File: config.mk
export PLATFORM = sky130hd
export DESIGN_NAME = sound_pong
export DESIGN_NICKNAME = d
export VERILOG_FILES = /design/src/rtl/sound_pong_pkg.sv /design/src/rtl/tone_divider.sv /design/src/rtl/sound_pong.sv
export SDC_FILE = /design/constraint.sdc
export NUM_CORES = 1
export LEC_CHECK = 0
export CAP_MARGIN = 20
export CORE_MARGIN = 5
export CORE_UTILIZATION = 55
export CTS_CLUSTER_SIZE = 12
export DETAILED_ROUTE_END_ITERATION = 8
export GPL_TIMING_DRIVEN = 0
export PLACE_DENSITY = 0.77
export SLEW_MARGIN = 20
export SYNTH_ARGS = -nofsm -noshare
export SYNTH_HDL_FRONTEND = slang
export SYNTH_HIERARCHICAL = 1
export SYNTH_SLANG_ARGS = --single-unit
File: constraint.sdc
create_clock -name clk -period 4 [get_ports clk]
set_input_delay 0.8 -clock clk [delete_from_list [all_inputs] [get_ports clk]]
set_output_delay 0.8 -clock clk [all_outputs]
set_load 0.01 [all_outputs]
File: src/rtl/sound_pong_pkg.sv
// Shared sound codes and timing constants for the pong audio path.
// The ball-dynamics block drives code_sound using the same encoding.
package sound_pong_pkg;

    localparam int CLK_HZ = 12000000;

    typedef enum logic [1:0] {
        SND_STOP = 2'b00,
        SND_PONG = 2'b01,
        SND_PING = 2'b10,
        SND_GO   = 2'b11
    } sound_code_t;

    typedef enum logic [1:0] {
        S_IDLE  = 2'b00,
        S_TONE1 = 2'b01,
        S_TONE2 = 2'b10
    } sound_state_t;

endpackage

File: src/rtl/tone_divider.sv
// Square-wave generator: out toggles every `half` clocks while run is high.
// Dropping run for one cycle restarts the waveform from a low phase.
module tone_divider #(
    parameter int HW = 16
) (
    input  logic          clk,
    input  logic          clr,
    input  logic          run,
    input  logic [HW-1:0] half,
    output logic          out
);

    logic [HW-1:0] half_cnt;

    always_ff @(posedge clk or negedge clr) begin
        if (!clr) begin
            half_cnt <= '0;
            out      <= 1'b0;
        end else if (!run) begin
            half_cnt <= '0;
            out      <= 1'b0;
        end else if (half_cnt == half - HW'(1)) begin
            half_cnt <= '0;
            out      <= ~out;
        end else begin
            half_cnt <= half_cnt + HW'(1);
        end
    end

endmodule

File: src/rtl/sound_pong.sv
// Event sound player: ping, pong or go (pong then ping) as fixed-length
// square-wave tones on a 1-bit speaker pin.
//
//   state   | meaning
//   S_IDLE  | silent, waiting for a new non-stop code
//   S_TONE1 | first segment: pong tone for pong/go, ping tone for ping
//   S_TONE2 | second segment of go: ping tone
module sound_pong
    import sound_pong_pkg::*;
#(
    parameter int HALF_PING = 6818,
    parameter int HALF_PONG = 13636,
    parameter int DUR_TONE  = 1200000,
    parameter int HW        = 16,
    parameter int DW        = 24
) (
    input  logic       clk,
    input  logic       clr,
    input  logic [1:0] code_sound,
    input  logic       mute,
    output logic       speaker,
    output logic       busy
);

    if ((HALF_PING < 1) || ((HALF_PING >> HW) != 0) ||
        (HALF_PONG < 1) || ((HALF_PONG >> HW) != 0) ||
        (DUR_TONE  < 1) || ((DUR_TONE  >> DW) != 0)) begin : g_param_check
        $error("sound_pong: tone parameters do not fit their counters");
    end

    sound_state_t  state;
    logic [1:0]    code_q;
    logic [1:0]    sel;
    logic [DW-1:0] dur_cnt;
    logic          start;
    logic          seg_end;
    logic          run;
    logic [HW-1:0] half;

    assign start   = (code_sound != code_q) && (code_sound != SND_STOP) && !mute;
    assign seg_end = (dur_cnt == DW'(DUR_TONE - 1));
    assign busy    = (state != S_IDLE);

    // Holding run low on start, mute and segment end restarts the divider low.
    assign run  = busy && !mute && !start && !seg_end;
    assign half = ((state == S_TONE1) && (sel != SND_PING)) ? HW'(HALF_PONG) : HW'(HALF_PING);

    always_ff @(posedge clk or negedge clr) begin
        if (!clr) begin
            state   <= S_IDLE;
            code_q  <= SND_STOP;
            sel     <= SND_STOP;
            dur_cnt <= '0;
        end else begin
            code_q <= code_sound;
            if (mute) begin
                state   <= S_IDLE;
                dur_cnt <= '0;
            end else if (start) begin
                state   <= S_TONE1;
                sel     <= code_sound;
                dur_cnt <= '0;
            end else if (state != S_IDLE) begin
                if (seg_end) begin
                    dur_cnt <= '0;
                    state   <= ((state == S_TONE1) && (sel == SND_GO)) ? S_TONE2 : S_IDLE;
                end else begin
                    dur_cnt <= dur_cnt + DW'(1);
                end
            end
        end
    end

    tone_divider #(.HW(HW)) u_tone (
        .clk  (clk),
        .clr  (clr),
        .run  (run),
        .half (half),
        .out  (speaker)
    );

endmodule

# After elaboration in Yosys (flattened, before gate mapping)
# Index checks and enable logic that the tools add are counted.
# op_classes
mux,14
eq_ne,7
bitwise,2
reduce_logical,16
add_sub_neg,3
# ops
op,n
two-way mux 24 bit,4
two-way mux 16 bit,2
"adder 24 x 1 -> 24 bit, second input constant",1
"== test 24 x 21 -> 1 bit, second input constant",1
"adder 16 x 1 -> 16 bit, second input constant",1
== test 16 bit,1
"subtractor 14 x 1 -> 15 bit, second input constant",1
two-way mux 14 bit,1
two-way mux 2 bit,5
logical AND 1 bit,7
nonzero test 3 bit,2
"inequality test 2 bit, second input constant",2
AND reduction 2 bit,2
nonzero test 2 bit,2
logical NOT 1 bit,3
"== test 2 x 1 -> 1 bit, second input constant",1
"== test 2 bit, second input constant",1
two-way mux 1 bit,2
inequality test 2 bit,1
NOT 1 bit,2
# word_totals
ff_bits,47
out_inout_bits,2
elab_cells,48

# Depth between registers and ports, before layout
# depth
ltp_word,7
ltp_mapped,11
ltp_nobuf,10

# Cells and area by module
# The synthesis kept the hierarchy.
# modules_own_cells
module,cells_each,instances,area_per_inst_um2
sound_pong,201,1,1783.0
tone_divider,173,1,1443.9

# Worst setup path after synthesis
# OpenSTA, ideal clock, no wires.
# synth_timing
path_type,reg2reg
start,reg sel[0]
end,reg u_tone.half_cnt[10]
stages_incl_launch_ff,12
path_slack_ns,0.460
setup_time_ns,0.136
arrival_ns,3.404
required_ns,3.864
cell_sequence,dfrtp_1 -> nand2b_1 -> nand3b_1 -> inv_1 -> clkbuf_1 -> or4_1 -> or4_1 -> o21ai_2 -> nand3b_1 -> nor4_4 -> buf_6 -> nor3_1
# synth_between
elab_chain_cells,7
# synth_lines
element,line_no,rtl
start: declaration,sound_pong.sv:33,logic [1:0] sel;
start signal: assignment,sound_pong.sv:61,sel <= code_sound;
inequality test 2 bit,sound_pong.sv:46,assign half = ((state == S_TONE1) && (sel != SND_PING)) ? HW'(HALF_PONG) : HW'(HALF_PING);
logical AND 1 bit,sound_pong.sv:46,
two-way mux 14 bit,sound_pong.sv:46,
via half[11],sound_pong.sv:38,logic [HW-1:0] half;
subtractor 14 x 1 -> 15 bit,tone_divider.sv:22,end else if (half_cnt == half - HW'(1)) begin
== test 16 bit,tone_divider.sv:22,
two-way mux 16 bit,tone_divider.sv:22,
two-way mux 16 bit,tone_divider.sv:19,end else if (!run) begin
end signal: assignment,tone_divider.sv:26,half_cnt <= half_cnt + HW'(1);
end: declaration,tone_divider.sv:13,logic [HW-1:0] half_cnt;
# The timed path passes the listed nets, and every way through them passes these cells.
# A chain may end at the register's enable or synchronous reset.

# Final worst setup path
# layout_timing
start,reg sel[0]
end,reg u_tone.half_cnt[11]
# Same word-level chain as after synthesis.

==> metrics.txt <==
status=complete, no violations; Lkg Pwr=approximately 1.3 nW; Final ANT Viol Nets=0; post-synthesis simple-gate area fraction=32.69%; Post-Syn Instances=374; peak supply drop=265.8 uV; Die ar.=around 7500 um^2; initial antenna violation count=0; post-detailed-routing wire length=7049 um; Via Count=2,839; post-DP HPWL=5252 um; async set-reset flop share out of synthesis=between 90% and 100%; max-slew violations=0; Clock Sinks=47; CP top delay family=simple AND/OR/NAND/NOR gates; boundary pin count=7; first-pass GRT wire length=12,230 um; remaining global-route overflow=0; Hold Path Class=register to register; largest family of logic cells by synthesized area=simple AND/OR/NAND/NOR gates; clock insertion delay at the later pin of the skew report=slightly below 0.3 ns; crit end category=register; TritonRoute pass-1 iters=5; Antenna Cells=0; initial DRC count=240; post-detailed-route wirelength per cell=around 15 um; H-tree level count=2; FF/Latch Area=between 1000 and 1500 um^2; Tmin final=3.612 ns; Filler cells=500; pwr dens=257.1 nW/um^2; Finish-stage setup viols=0; Starting Density=57.54%; routing usage on met2=28.86%; fin crit share=90.30%; Worst Setup Path Type=register to register; gr busiest metal=met1; root buf cell=clkbuf_8; number of synthesized flops with an enable pin=0; flops & latches, synth=47; mux cell area share after synthesis=1.939%; placed cell areas=approximately 3500 um^2; slowest CP cell=or4_1; TritonCTS Buffers=5; chip width=between 80 and 90 um; Startpoint Class=register; Worst Path Required=4.16 ns; Pwr Total=0.9176 mW; max incr delay on CP=0.67 ns; YS warnings=6; Rows=27; CTS tree=done; post-synthesis sequential area ratio=36.45%; Resized cells post-CTS=0; Synth Area in XOR/XNOR=10.04%; cts hold-fix bufs=0; mean post-synth cell area=around 8.6 um^2; RD Place Congestion=0.9121; Area growth syn-to-layout=10.62%; adder-cell area share of the yosys netlist=1.163%; largest net degree at the start of global routing=30; final non-filler cell area=3570 um^2; die height=86.60 um; CTS clk-pin slew, worst paths=approximately 0.080 ns; layout cells sized above 1=8.557%; Most used DFF post-synth=dfrtp_1; CTS Buffer Depth=2; Remaining DRCs=0; total negative slack=0 ns; Yosys cell types=between 60 and 70; Final Hold Viols=0; worst r2r src=sel[0]; vias per inst=5.902; Nets=417; met3 Resource Use GR=4.468%; Setup crit start=sel[0]; met1 GRT Util=30.77%; RSZ-0062 raised after global routing=false; hold path start=sel[0]; Slew headroom=46.47%; Port-buffer cells=6; CP bufs+invs=3; GRT Util Overall=approximately a fifth; Worst-Margin Slew=~0.80 ns; vias in the first global route=2,548; worst path cell trace=nand2b_1 > nand3b_1 > inv_1 > clkbuf_1 > or4_1 > or4_1 > o21ai_2 > nand3b_1 > nor4_4 > buf_6 > nor3_1; core area=approximately 5600 um^2; Post-Synthesis Cell Area=3227 um^2; post-synthesis compound-gate area fraction=roughly 13%; Post-CTS Setup Bufs=1; multi-input logic area=1978 um^2; Fmax=276.9 MHz; CP arrival=3.77 ns; CP Max Fanout=21; maxcap violations=0; clock skew=0.006527 ns
==> logic make-up after synthesis <==
family	after synthesis
adders and majority gates	3
other	2
and+or+nand+nor	181
xor gates and xnor gates	37
muxes	6
DFF	47
buffers and inverters	31
AOI/OAI and AO/OA	67
==> metrics by stage <==
step           utilization [%]  worst slack [ns]  hold slack, ns  instances
4_1_cts                  63.65            0.4185          0.5304        481
3_5_place_dp             61.96           -0.1889          0.5124        473
6_report                 63.65            0.3880          0.5337        481
5_1_grt                  63.65            0.1899          0.5631        481
3_3_place_gp             61.56           -0.1624          0.5103        472
2_1_floorplan                -            0.4599          0.4950        394
==> where the power goes <==
group	internal, mW	switching [mW]	leakage [nW]
Sequential	0.481	0.00570	0.646
Clock	0.136	0.145	0.0470
Combinational	0.0543	0.0958	0.644
Total	0.671	0.246	1.34
==> registers in the layout, summed over array words and instances, names as in the netlist <==
signal and flops:
state 2, dur_cnt 24, u_tone/out 1, sel 2
code_q 2, u_tone/half_cnt 16
==> cell usage after synthesis, types with 3 or more instances <==
master    instances  area [um^2]
dfrtp_1          47         1176
nand2_1          30        112.6
nor2_1           29        108.9
nor3_1           25        125.1
a21oi_1          23        115.1
nand3_1          23        115.1
xnor2_1          22        192.7
xor2_1           15        131.4
o21ai_1          12        60.06
clkbuf_1         11        41.29
inv_1            10        37.54
nand4_1           9        56.30
or4_1             9        67.56
o21ai_0           8        40.04
nor4_1            7        43.79
and3_1            5        31.28
or3_1             5        31.28
a22oi_1           4        30.03
and4_1            4        35.03
buf_2             4        20.02
mux2i_1           4        40.04
nand4b_1          4        35.03
buf_6             3        33.78
ha_1              3        37.54
nand2b_1          3        18.77
nor3b_1           3        22.52
nor4bb_1          3        30.03
==> cell usage in the layout (no fill, tap or decap), types with 10 or more instances in the layout <==
| cell | netlist | routed |
|---|---|---|
| a21oi_1 | 23 | 23 |
| clkbuf_1 | 11 | 11 |
| conb_1 | 2 | 22 |
| dfrtp_1 | 47 | 47 |
| inv_1 | 10 | 10 |
| nand2_1 | 30 | 30 |
| nand3_1 | 23 | 23 |
| nor2_1 | 29 | 29 |
| nor3_1 | 25 | 25 |
| o21ai_1 | 12 | 12 |
| xnor2_1 | 22 | 22 |
| xor2_1 | 15 | 15 |
==> path summary, 6_finish.rpt <==
check | endpoint | slack [ns] | cells after the start
min | sel[0] | 0.53 | 1
max reg2reg | u_tone/half_cnt[11] | 0.39 | 11
max in group asynchronous | u_tone/half_cnt[15] | 2.92 | 2
min reg2reg | sel[0] | 0.53 | 1
min in group asynchronous | sel[0] | 0.55 | 1
max | u_tone/half_cnt[11] | 0.39 | 11
==> per-layer routing <==
| metal | up-vias | part of all wire, % | wire length, um |
|---|---|---|---|
| li1 | 1416 | - | - |
| met1 | 1344 | 51 | 3620 |
| met2 | 71 | 43 | 3001 |
| met3 | 8 | 5.2 | 369 |
| met4 | 0 | 0.81 | 57 |
| met5 | - | 0 | 0 |
==> final cells by class <==
| cell class | count | share of cell area [%] |
|---|---|---|
| Buffer | 20 | 2.979 |
| Timing Repair Buffer | 8 | 2.524 |
| Clock buffer | 6 | 2.313 |
| Clock inverter | 1 | 0.1402 |
| Inverter | 11 | 1.157 |
| Tap cell | 72 | 2.524 |
| Multi-Input combinational cell | 316 | 55.42 |
| Sequential cell | 47 | 32.95 |
No activity file was read; power rests on OpenSTA's default activity.
